--- src/rtl/fofir_tap_sequencer.sv ---
// fofir_tap_sequencer
// Control stage in front of the FoFIR delay-register index unit and the
// DReg/MAC datapath. Each accepted activation runs one filter step:
//   IDLE -> SHIFT (rotate D0) -> WRITE (store sample, clear acc)
//        -> ITER (one MAC per visited tap) -> DONE (hold result handshake).
// Every output is decoded from registered state and counters (Moore).
//
// Optional build macro FOFIR_ZERO_SKIP_EN adds a tap_mask input. The ITER
// walk then visits only the taps whose weights are nonzero, and an all-zero
// mask goes from WRITE straight to DONE.
//
// Handshakes: a transfer happens on a rising clk edge where valid and ready
// are both 1. in_ready is 1 only in IDLE. out_valid is 1 only in DONE and,
// once raised, stays high with out_partial unchanged until out_ready is seen.
// Nothing bypasses: an input offered during the output handshake cycle is
// taken in the following IDLE cycle.
module fofir_tap_sequencer #(
    parameter int nb_taps           = 5,
    parameter int width_current_tap = (nb_taps > 8 ? 4 : 3)
) (
    input  logic                         clk,
    input  logic                         rst_n,
    input  logic                         in_valid,
    output logic                         in_ready,
    output logic                         out_valid,
    input  logic                         out_ready,
    output logic                         index_update_en,
    output logic                         dreg_wr_en,
    output logic                         acc_clear,
    output logic                         mac_en,
    output logic [width_current_tap-1:0] current_tap,
    output logic                         out_partial,
    output logic                         busy
`ifdef FOFIR_ZERO_SKIP_EN
    ,
    input  logic [nb_taps-1:0]           tap_mask
`endif
);

    localparam logic [2:0] IDLE  = 3'd0;
    localparam logic [2:0] SHIFT = 3'd1;
    localparam logic [2:0] WRITE = 3'd2;
    localparam logic [2:0] ITER  = 3'd3;
    localparam logic [2:0] DONE  = 3'd4;

    localparam logic [width_current_tap-1:0] NB_TAPS_W = width_current_tap'(nb_taps);
    localparam logic [width_current_tap-1:0] LAST_TAP  = width_current_tap'(nb_taps - 1);

    logic [2:0]                   state;
    logic [width_current_tap-1:0] tap_q;
    // Activations accepted since reset, saturating at nb_taps.
    logic [width_current_tap-1:0] warm_q;

`ifdef FOFIR_ZERO_SKIP_EN
    logic [nb_taps-1:0]           mask_q;
    logic [width_current_tap-1:0] first_tap;
    logic [width_current_tap-1:0] next_tap;
    logic                         has_next;

    // Find the lowest set mask bit overall and the lowest set bit above the current tap.
    always_comb begin
        first_tap = '0;
        next_tap  = '0;
        has_next  = 1'b0;
        for (int k = nb_taps - 1; k >= 0; k--) begin
            if (mask_q[k]) begin
                first_tap = width_current_tap'(k);
                if (k > int'(tap_q)) begin
                    next_tap = width_current_tap'(k);
                    has_next = 1'b1;
                end
            end
        end
    end
`endif

    // State, tap walk and warm-up counter. Reset overrides everything,
    // so a step that is aborted never produces out_valid.
    always_ff @(posedge clk) begin
        if (!rst_n) begin
            state  <= IDLE;
            tap_q  <= '0;
            warm_q <= '0;
`ifdef FOFIR_ZERO_SKIP_EN
            mask_q <= '0;
`endif
        end else begin
            case (state)
                IDLE: begin
                    if (in_valid) begin
                        state <= SHIFT;
                        if (warm_q < NB_TAPS_W) begin
                            warm_q <= warm_q + 1'b1;
                        end
`ifdef FOFIR_ZERO_SKIP_EN
                        mask_q <= tap_mask;
`endif
                    end
                end
                SHIFT: begin
                    state <= WRITE;
                end
                WRITE: begin
`ifdef FOFIR_ZERO_SKIP_EN
                    if (mask_q == '0) begin
                        state <= DONE;
                        tap_q <= '0;
                    end else begin
                        state <= ITER;
                        tap_q <= first_tap;
                    end
`else
                    state <= ITER;
                    tap_q <= '0;
`endif
                end
                ITER: begin
`ifdef FOFIR_ZERO_SKIP_EN
                    if (has_next) begin
                        tap_q <= next_tap;
                    end else begin
                        tap_q <= '0;
                        state <= DONE;
                    end
`else
                    if (tap_q == LAST_TAP) begin
                        tap_q <= '0;
                        state <= DONE;
                    end else begin
                        tap_q <= tap_q + 1'b1;
                    end
`endif
                end
                DONE: begin
                    if (out_ready) begin
                        state <= IDLE;
                    end
                end
                default: begin
                    state <= IDLE;
                    tap_q <= '0;
                end
            endcase
        end
    end

    // Output decode from the registered state only.
    always_comb begin
        in_ready        = (state == IDLE);
        index_update_en = (state == SHIFT);
        dreg_wr_en      = (state == WRITE);
        acc_clear       = (state == WRITE);
        mac_en          = (state == ITER);
        current_tap     = (state == ITER) ? tap_q : '0;
        out_valid       = (state == DONE);
        out_partial     = (state == DONE) && (warm_q < NB_TAPS_W);
        busy            = (state != IDLE);
    end

endmodule

--- config.mk ---
export PLATFORM = sky130hd
export DESIGN_NAME = fofir_tap_sequencer
export DESIGN_NICKNAME = d
export VERILOG_FILES = /design/src/rtl/fofir_tap_sequencer.sv
export SDC_FILE = /design/constraint.sdc
export NUM_CORES = 1
export LEC_CHECK = 0
export ABC_AREA = 1
export CAP_MARGIN = 0
export CORE_MARGIN = 2
export CORE_UTILIZATION = 42
export CTS_CLUSTER_DIAMETER = 80
export DETAILED_ROUTE_END_ITERATION = 8
export MAX_ROUTING_LAYER = met4
export PLACE_DENSITY = 0.81
export SLEW_MARGIN = 0
export SYNTH_ARGS = -nofsm -noshare
export SYNTH_HDL_FRONTEND = slang
export SYNTH_SLANG_ARGS = --single-unit
--- constraint.sdc ---
create_clock -name clk -period 1.1 [get_ports clk]
set_input_delay 0.165 -clock clk [delete_from_list [all_inputs] [get_ports clk]]
set_output_delay 0.165 -clock clk [all_outputs]
set_load 0.005 [all_outputs]
==> impl_metrics.yaml, run 1 <==
status:
  status: "finished, violations left"
  violations: "negative setup slack"
setup_path:
  crit_path_start_kind: "flip-flop"
  setup.worst_path.class: "flip-flop to output pin"
  cp.arrival_ps: 1210
  reg2reg_depth: 8
  critPathMaxFanout: 5
  cp.required_ps: 940
  endpoint_kind: "output pin"
synth:
  yosys_warnings: 0
  async_flop_share_pct: 0
  synth_top_cells_by_count: "nor2_1, nand2_1, inv_1"
  synth_cells: 87
  netlist_area_sq_um: 616.8
  yosysMostFrequentCell: "nor2_1"
  synth-seq-cells: 9
  synth_top_area_share_pct: 29.21
  synth_fp_nets: 94
  synth_edf_count: 0
  avgSynthCellArea_sq_um: 7.090
  ys_top_cells_by_area: "dfxtp_1, nor2_1, nand2_1"
  yosys.area.top_type: "dfxtp_1"
  yosysUniqueCellTypes: 25
  synthFlopType: "dfxtp_1"
  seq_area_frac_synth_pct: 29.21
routing:
  postRouteAntennaNets: 0
  drc_errors: 0
  wl_um: 2821
  wl_per_cell_um: 19.46
  drt_first_pass_iters: 4
  vias: 810
  vias_per_cell: 5.586
  drtIter0Drc: 24
floorplanning:
  chipWidth_um: 42.33
  rows: 13
  start_util_pct: 46.25
  die_y_um: 42.33
  fp.coreArea_sq_um: 1334
  dieArea_sq_um: 1791
  ios: 15
placed_design:
  globalplace.congestion: 0.8221
  dp_hpwl_um: 1159
  io_buffers: 14
cts:
  ctsHtreeMaxLevel: 1
  cts_root_buf: "clkbuf_4"
  path_clk_slew_ps: 70
  cts_buffers: 3
  ctsLongestPathBuffers: 2
  cts.sinks: 9
  cts_hold_buf: 0
  cts_tree: "built"
  insertion_delay_ps: 270
timing:
  postLayoutSetupSlackWorst_ps: -272.8
  fin_skew_ps: 10.69
  finalCritPeriodShare_pct: 124.8
  finalHoldViolations: 0
  fmax_ghz: 0.7284
  tightest_slew_ps: 320.3
  relSlewSlack_pct: 78.58
  setup_viol: 20
  period_needed_ps: 1373
  rsz0062_at_grt: "true"
  holdWs_ps: 602.1
  drv_slew: 0
  tns_ps: -3450
min_path:
  hold_depth: 3
  hold_class: "flip-flop to flip-flop"
global_route:
  grt_overflow: 0
  grt_pass1_wl_um: 3318
  track_usage_pct: 26.52
  antenna_found_initial: 0
  grt_max_degree: 7
  first_global_vias: 773
finish:
  n_antenna_cell: 0
  syn_to_final_growth_pct: 85.40
  postLayoutCoreUtil_pct: 85.74
  multi_input_area_sq_um: 505.5
  drive_gt1_share_pct: 73.08
  nets: 138
  seq_area_sq_um: 191.4
  fillers: 69
power:
  ir_worst_vdd_v: 0.001739
  p_leak_uw: 0.0005364
  p_per_area_nw_per_um2: 2929
run:
  maxCapViolCount: 0
## flip-flops by register name, indices dropped and copies added, names as in the netlist
register	flops
state	3
tap_q	3
warm_q	3
## metrics by stage
stage | power (uW) | worst slack (ps) | cell area [sq um] | cells
2_1_floorplan | 1345 | 28.01 | 616.8 | 87
3_5_place_dp | 2016 | -354.3 | 884.6 | 132
6_report | 3350 | -272.8 | 1144 | 145
3_3_place_gp | 1971 | -312.9 | 884.6 | 132
5_1_grt | 3528 | -307.4 | 1144 | 145
4_1_cts | 2721 | -193.2 | 1032 | 143
## cells in the final DEF, fill, tap and decap left out, types with 3 or more instances in the layout
cell,n
buf_4,18
nor2_1,4
clkbuf_4,3
buf_2,11
nor2_4,7
a21oi_2,3
inv_2,7
inv_1,8
nand2_2,4
o21ai_1,3
buf_6,10
dfxtp_2,3
nand3_4,4
nand2_1,6
dfxtp_1,4
clkdlybuf4s50_1,3
nand2_4,4
nor2_2,8
## where the power goes
part           switching (uW)  internal, uW
sequential                165           460
combinational            1270          1190
clock                     123           140
total                    1560          1790
## worst max-delay path: stages, from the launching register on
cell and delay [ps]:
dfxtp_2 340, inv_4 70, buf_6 100, nand3_4 120
nor2_2 160, buf_2 150
## cell type report
type	instances	share of cell area [%]
clock buffer	4	2.298
sequential	9	16.74
timing repair buffer	42	29.10
inverter	17	6.017
tap	15	1.641
multi-input combinational	58	44.20
## timing repair
item	CTS	global route
setup buffers	8	4
setup endpoints to repair	19	20
pin swaps	16	20
resized for setup	79	31
## kinds of logic after synthesis
family | share of synthesized area (%)
xor+xnor | 1.420
flops | 29.21
buf+inv | 16.23
fa+ha+maj | 6.086
compound gates | 10.55
simple gates | 36.51
## metal layers
metal,vias up,part of all wire (%),track usage (%)
li1,354,-,-
met5,-,0,-
met4,0,8.3,19.38
met3,20,11,7.759
met2,62,46,44.92
met1,374,35,25.26
## path summary, 6_finish.rpt
path / from / end / slack, ps
setup / recovery: state[2] / current_tap[0] / -270
hold / removal: tap_q[1] / tap_q[1] / 600
setup reg to reg: state[1] / state[1] / -210
hold reg to reg: tap_q[1] / tap_q[1] / 600
Note: power is estimated with default switching activity, not from simulation.
==> run 2: changes to the inputs <==
--- a/config.mk
+++ b/config.mk
@@ -6,6 +6,7 @@
 export NUM_CORES = 1
 export LEC_CHECK = 0
 export ABC_AREA = 1
+export ABC_CLOCK_PERIOD_IN_PS = 1100
 export CAP_MARGIN = 0
 export CORE_MARGIN = 2
 export CORE_UTILIZATION = 42
==> results of run 2 <==
No change in the layout: final DEF, timing and power equal those of run 1.
